[src/rtl/inst_fetch_pkg.sv]
// Shared definitions for the instruction fetch unit: state encoding,
// reset PC default and the word-alignment check.
package inst_fetch_pkg;

  typedef enum logic [1:0] {
    ST_REQ   = 2'd0,
    ST_WAIT  = 2'd1,
    ST_HOLD  = 2'd2,
    ST_FAULT = 2'd3
  } fetchState_e;

  localparam logic [31:0] RESET_PC_DEFAULT = 32'h8000_0000;
  localparam logic [1:0]  ALIGN_MASK       = 2'b11;

  function automatic logic isAligned(input logic [31:0] addr);
    return (addr[1:0] & ALIGN_MASK) == 2'b00;
  endfunction

endpackage

[src/rtl/inst_fetch_pc_register.sv]
// Program counter register: synchronous reset to RESET_PC, loads i_d when
// i_load is high, otherwise holds its value.
module pc_register
  import inst_fetch_pkg::*;
#(
  parameter logic [31:0] RESET_PC = RESET_PC_DEFAULT
) (
  input  logic        i_clk,
  input  logic        i_rst,
  input  logic        i_load,
  input  logic [31:0] i_d,
  output logic [31:0] o_q
);

  logic [31:0] r_pc;

  always_ff @(posedge i_clk) begin
    if (i_rst) begin
      r_pc <= RESET_PC;
    end else if (i_load) begin
      r_pc <= i_d;
    end
  end

  assign o_q = r_pc;

endmodule

[src/rtl/inst_fetch.sv]
// Instruction fetch unit: requests the word at the current PC, holds it until
// the core commits, then advances to next_pc or traps on a misaligned target.
module inst_fetch
  import inst_fetch_pkg::*;
#(
  parameter logic [31:0] RESET_PC = RESET_PC_DEFAULT
) (
  input  logic        clk,
  input  logic        rst,
  input  logic [31:0] next_pc,
  input  logic        pc_en,
  output logic        imem_req,
  output logic [31:0] imem_addr,
  input  logic        imem_ready,
  input  logic        imem_rvalid,
  input  logic [31:0] imem_rdata,
  output logic        inst_valid,
  output logic [31:0] inst,
  output logic [31:0] pc_out,
  output logic        misalign,
  output logic [31:0] fault_pc,
  output logic [31:0] commit_cnt
);

  fetchState_e r_state;
  fetchState_e w_nextState;

  logic        w_capture;
  logic        w_commit;
  logic        w_pcLoad;
  logic        w_fault;
  logic        w_targetAligned;
  logic [31:0] w_pc;
  logic [31:0] r_inst;
  logic [31:0] r_faultPc;
  logic [31:0] r_commitCnt;

  assign w_targetAligned = isAligned(next_pc);

  always_ff @(posedge clk) begin
    if (rst) begin
      r_state <= ST_REQ;
    end else begin
      r_state <= w_nextState;
    end
  end

  always_comb begin
    w_nextState = r_state;
    case (r_state)
      ST_REQ:   if (imem_ready)  w_nextState = ST_WAIT;
      ST_WAIT:  if (imem_rvalid) w_nextState = ST_HOLD;
      ST_HOLD:  if (pc_en)       w_nextState = w_targetAligned ? ST_REQ : ST_FAULT;
      ST_FAULT: w_nextState = ST_FAULT;
      default:  w_nextState = ST_REQ;
    endcase
  end

  // Read data and commit strobes only matter in their own state, which is
  // what makes stray rvalid and pc_en pulses harmless elsewhere.
  always_comb begin
    imem_req   = 1'b0;
    inst_valid = 1'b0;
    misalign   = 1'b0;
    w_capture  = 1'b0;
    w_commit   = 1'b0;
    w_pcLoad   = 1'b0;
    w_fault    = 1'b0;
    case (r_state)
      ST_REQ:   imem_req = 1'b1;
      ST_WAIT:  w_capture = imem_rvalid;
      ST_HOLD: begin
        inst_valid = 1'b1;
        w_commit   = pc_en;
        w_pcLoad   = pc_en && w_targetAligned;
        w_fault    = pc_en && !w_targetAligned;
      end
      ST_FAULT: misalign = 1'b1;
      default:  imem_req = 1'b0;
    endcase
  end

  pc_register #(
    .RESET_PC (RESET_PC)
  ) u_pcReg (
    .i_clk  (clk),
    .i_rst  (rst),
    .i_load (w_pcLoad),
    .i_d    (next_pc),
    .o_q    (w_pc)
  );

  always_ff @(posedge clk) begin
    if (rst) begin
      r_inst    <= '0;
      r_faultPc <= '0;
    end else begin
      if (w_capture) r_inst <= imem_rdata;
      if (w_fault)   r_faultPc <= next_pc;
    end
  end

  // Both aligned and misaligned commits count; the counter wraps naturally.
  always_ff @(posedge clk) begin
    if (rst) begin
      r_commitCnt <= '0;
    end else if (w_commit) begin
      r_commitCnt <= r_commitCnt + 32'd1;
    end
  end

  assign imem_addr  = w_pc;
  assign pc_out     = w_pc;
  assign inst       = r_inst;
  assign fault_pc   = r_faultPc;
  assign commit_cnt = r_commitCnt;

endmodule

[config.mk]
export PLATFORM = sky130hd
export DESIGN_NAME = inst_fetch
export DESIGN_NICKNAME = d
export VERILOG_FILES = /design/src/rtl/inst_fetch_pkg.sv /design/src/rtl/inst_fetch_pc_register.sv /design/src/rtl/inst_fetch.sv
export SDC_FILE = /design/constraint.sdc
export NUM_CORES = 1
export LEC_CHECK = 0
export CORE_MARGIN = 10
export CORE_UTILIZATION = 46
export CTS_BUF_LIST = sky130_fd_sc_hd__clkbuf_8
export CTS_CLUSTER_SIZE = 10
export DETAILED_ROUTE_END_ITERATION = 7
export PLACE_DENSITY = 0.92
export SYNTH_ARGS = -nofsm -noshare
export SYNTH_HDL_FRONTEND = slang
export SYNTH_SLANG_ARGS = --single-unit
[constraint.sdc]
create_clock -name clk -period 4.45 [get_ports clk]
set_clock_uncertainty 0.15 [all_clocks]
set_input_delay 1.335 -clock clk [delete_from_list [all_inputs] [get_ports clk]]
set_output_delay 1.335 -clock clk [all_outputs]
set_load 0.1 [all_outputs]
==> qor.csv <==
metric,value,unit
Diodes inserted,0,
Synth Area in XOR/XNOR,0.0154,
antenna-violating nets left,0,
CP Max Fanout,6,
"Slew Viols, Final",0,
startpoint class of the critical path,flop,
Final Hold Viols,0,
critical path's top delay family,buffers and inverters,
period utilization,0.807,
area delta synth->final,50.6,%
Setup TNS Final,0,ns
Worst-Margin Slew,1.02,ns
global-route wire length before repair,26.6,mm
mux cell area share after synthesis,0,
num rows,38,
cts repair resizes,0,
outcome,finished clean,
worst r2r path cells,5,
final wirelength,16.7,mm
critical path class,flop to primary output,
achievable frequency,0.278,GHz
io pins,232,
Nets,899,
Crit-path slowest cell,clkdlybuf4s50_1,
Syn Area/Cell,8.00,um2
crit path cell chain,clkdlybuf4s50_1,
post-synthesis compound-gate area fraction,0.150,
hpwl dp,12.0,mm
H-tree levels,4,
area of the core,10900,um2
die area,15800,um2
P_leak,0.00254,uW
Final setup viols,0,
WHS Path Cells,2,
largest family of logic cells by synthesized area,simple AND/OR/NAND/NOR gates,
residual DRC count,0,
critical path depth,1,
largest net degree at the start of global routing,131,
Tot Pwr,2680,uW
Worst Path Required,2.96,ns
IO buf count,231,
Yosys reg bits,130,
minimum clock period after layout,3.59,ns
sequential cell area,2600,um2
Crit path largest cell delay,1.20,ns
Max Cap Viol,0,
pwr dens,346,nW/um2
crit path buf inv count,1,
Peak VDD IR,0.216,mV
Starting Density,0.472,
Synth Area in Simple Gates,0.243,
"Hold-fix buffers, CTS",0,
die width,126,um
"Seq/Total Area, Yosys",0.507,
Sink Count,130,
DR WL/cell,17.0,um
die height,126,um
hold crit path type,flop to flop,
RSZ-0062 raised after global routing,no,
all-layer global routing usage,0.204,
clock-pin slew on the worst setup and hold paths,0.07,ns
DRT iter0 DRCs,334,
headroom to the max-slew limit,0.317,
gpl congestion,0.817,
crit path DAT,2.11,ns
via-per-instance ratio,5.22,
Synth Area in Adders,0.00244,
DR pass1 iterations,4,
"Core Util, Final",0.710,
CTS max path bufs,2,
Root Driver,clkbuf_8,
number of setup buffers added after CTS,0,
dpl cell area,7300,um2
CTS tree,done,
Vias,5126,
Final Instance Area,7730,um2
antenna violations before repair,0,
cell count after synthesis,642,
GRT overflow,0,
share of layout cells above drive strength 1,0.0618,
CP Capture Type,primary output,
Multi-input gate area,2120,um2
vias in the first global route,4999,
cts bufs inserted,17,
Mapped Nets,712,
fillers,823,
"Distinct cells, synth",33,
synth warn,0,
clk_lat worst skew,0.43,ns
Mapped Area,5130,um2
Hold Slack,0.303,ns
cell usage after synthesis:
cell type	count	area share
or2_2	2	0.0024
and3b_1	1	0.0017
xor2_1	2	0.0034
o31ai_1	15	0.022
buf_4	32	0.047
nand4_2	1	0.0024
nand3_1	9	0.0088
inv_1	9	0.0066
and2_1	1	0.0012
nor3b_1	2	0.0029
nand2_1	202	0.15
nor2_1	16	0.012
dfxtp_1	130	0.51
buf_6	1	0.0022
or3_1	5	0.0061
ha_1	1	0.0024
clkbuf_1	36	0.026
nor4_1	3	0.0037
nand4b_2	1	0.0029
or4b_2	1	0.0019
xnor2_1	7	0.012
or4_4	1	0.0022
nor3_1	3	0.0029
o41ai_1	1	0.0017
nand4_1	8	0.0097
nand3b_1	3	0.0044
or4_1	17	0.025
o21ai_0	9	0.0088
and4_1	3	0.0051
a221oi_1	1	0.0017
a21oi_1	117	0.11
buf_2	1	0.00097
a31o_2	1	0.0017
power breakdown:
group | internal, uW | leakage (uW) | switching [uW]
registers | 1190 | 0.00105 | 15.7
clock network | 624 | 0.000221 | 447
logic | 118 | 0.00127 | 286
total | 1930 | 0.00254 | 749
cells in the final DEF (no fill, tap or decap), types with 2 or more instances in the layout:
| master | count |
|---|---|
| a21oi_1 | 117 |
| and4_1 | 3 |
| buf_4 | 11 |
| bufinv_16 | 3 |
| clkbuf_8 | 22 |
| clkdlybuf4s50_1 | 226 |
| clkinvlp_4 | 3 |
| dfxtp_1 | 130 |
| inv_1 | 12 |
| nand2_1 | 202 |
| nand3_1 | 9 |
| nand3b_1 | 3 |
| nand4_1 | 8 |
| nor2_1 | 14 |
| nor2_2 | 2 |
| nor3_1 | 2 |
| nor3b_1 | 2 |
| nor4_1 | 3 |
| o21ai_0 | 8 |
| o31ai_1 | 15 |
| or2_2 | 2 |
| or3_1 | 5 |
| or4_1 | 17 |
| xnor2_1 | 7 |
| xor2_1 | 2 |
per-layer routing:
layer	vias to the layer above	part of all wire	track usage
met5	-	0	0
li1	2511	-	-
met4	0	0.027	0.0908
met2	200	0.49	0.335
met1	2384	0.37	0.215
met3	31	0.11	0.103
path summary, 6_finish.rpt:
| kind | from | end | slack [ns] |
|---|---|---|---|
| hold / removal | fault_pc[7] | fault_pc[7] | 0.30 |
| setup reg to reg | commit_cnt[0] | commit_cnt[22] | 2.02 |
| setup / recovery | commit_cnt[0] | commit_cnt[0] | 0.86 |
| hold reg to reg | fault_pc[7] | fault_pc[7] | 0.30 |
state kept, by name (all words and copies together) (netlist names):
| name | cells |
|---|---|
| commit_cnt | 32 |
| fault_pc | 32 |
| inst | 32 |
| u_pcReg.o_q | 32 |
| r_state | 2 |
cell families (layout without fill, tap and decap cells):
family / after synthesis / count (layout)
buf+inv: 79 / 279
simple gates: 279 / 279
xor+xnor: 9 / 9
flops: 130 / 130
compound gates: 144 / 144
fa+ha+maj: 1 / 1
stage by stage:
step / setup WS, ns / instances
2_1_floorplan: 1.18 / 642
6_report: 0.857 / 982
4_1_cts: 0.819 / 982
3_5_place_dp: 0.884 / 950
3_3_place_gp: 0.944 / 950
5_1_grt: 0.777 / 982
final cells by class:
class	count	area share
Sequential cell	130	0.337
Timing Repair Buffer	238	0.306
Multi-Input combinational cell	433	0.274
Clock buffer	22	0.0392
Tap cell	140	0.0227
Clock inverter	10	0.0172
Inverter	9	0.00437
Note: power is estimated with default switching activity, not from simulation.
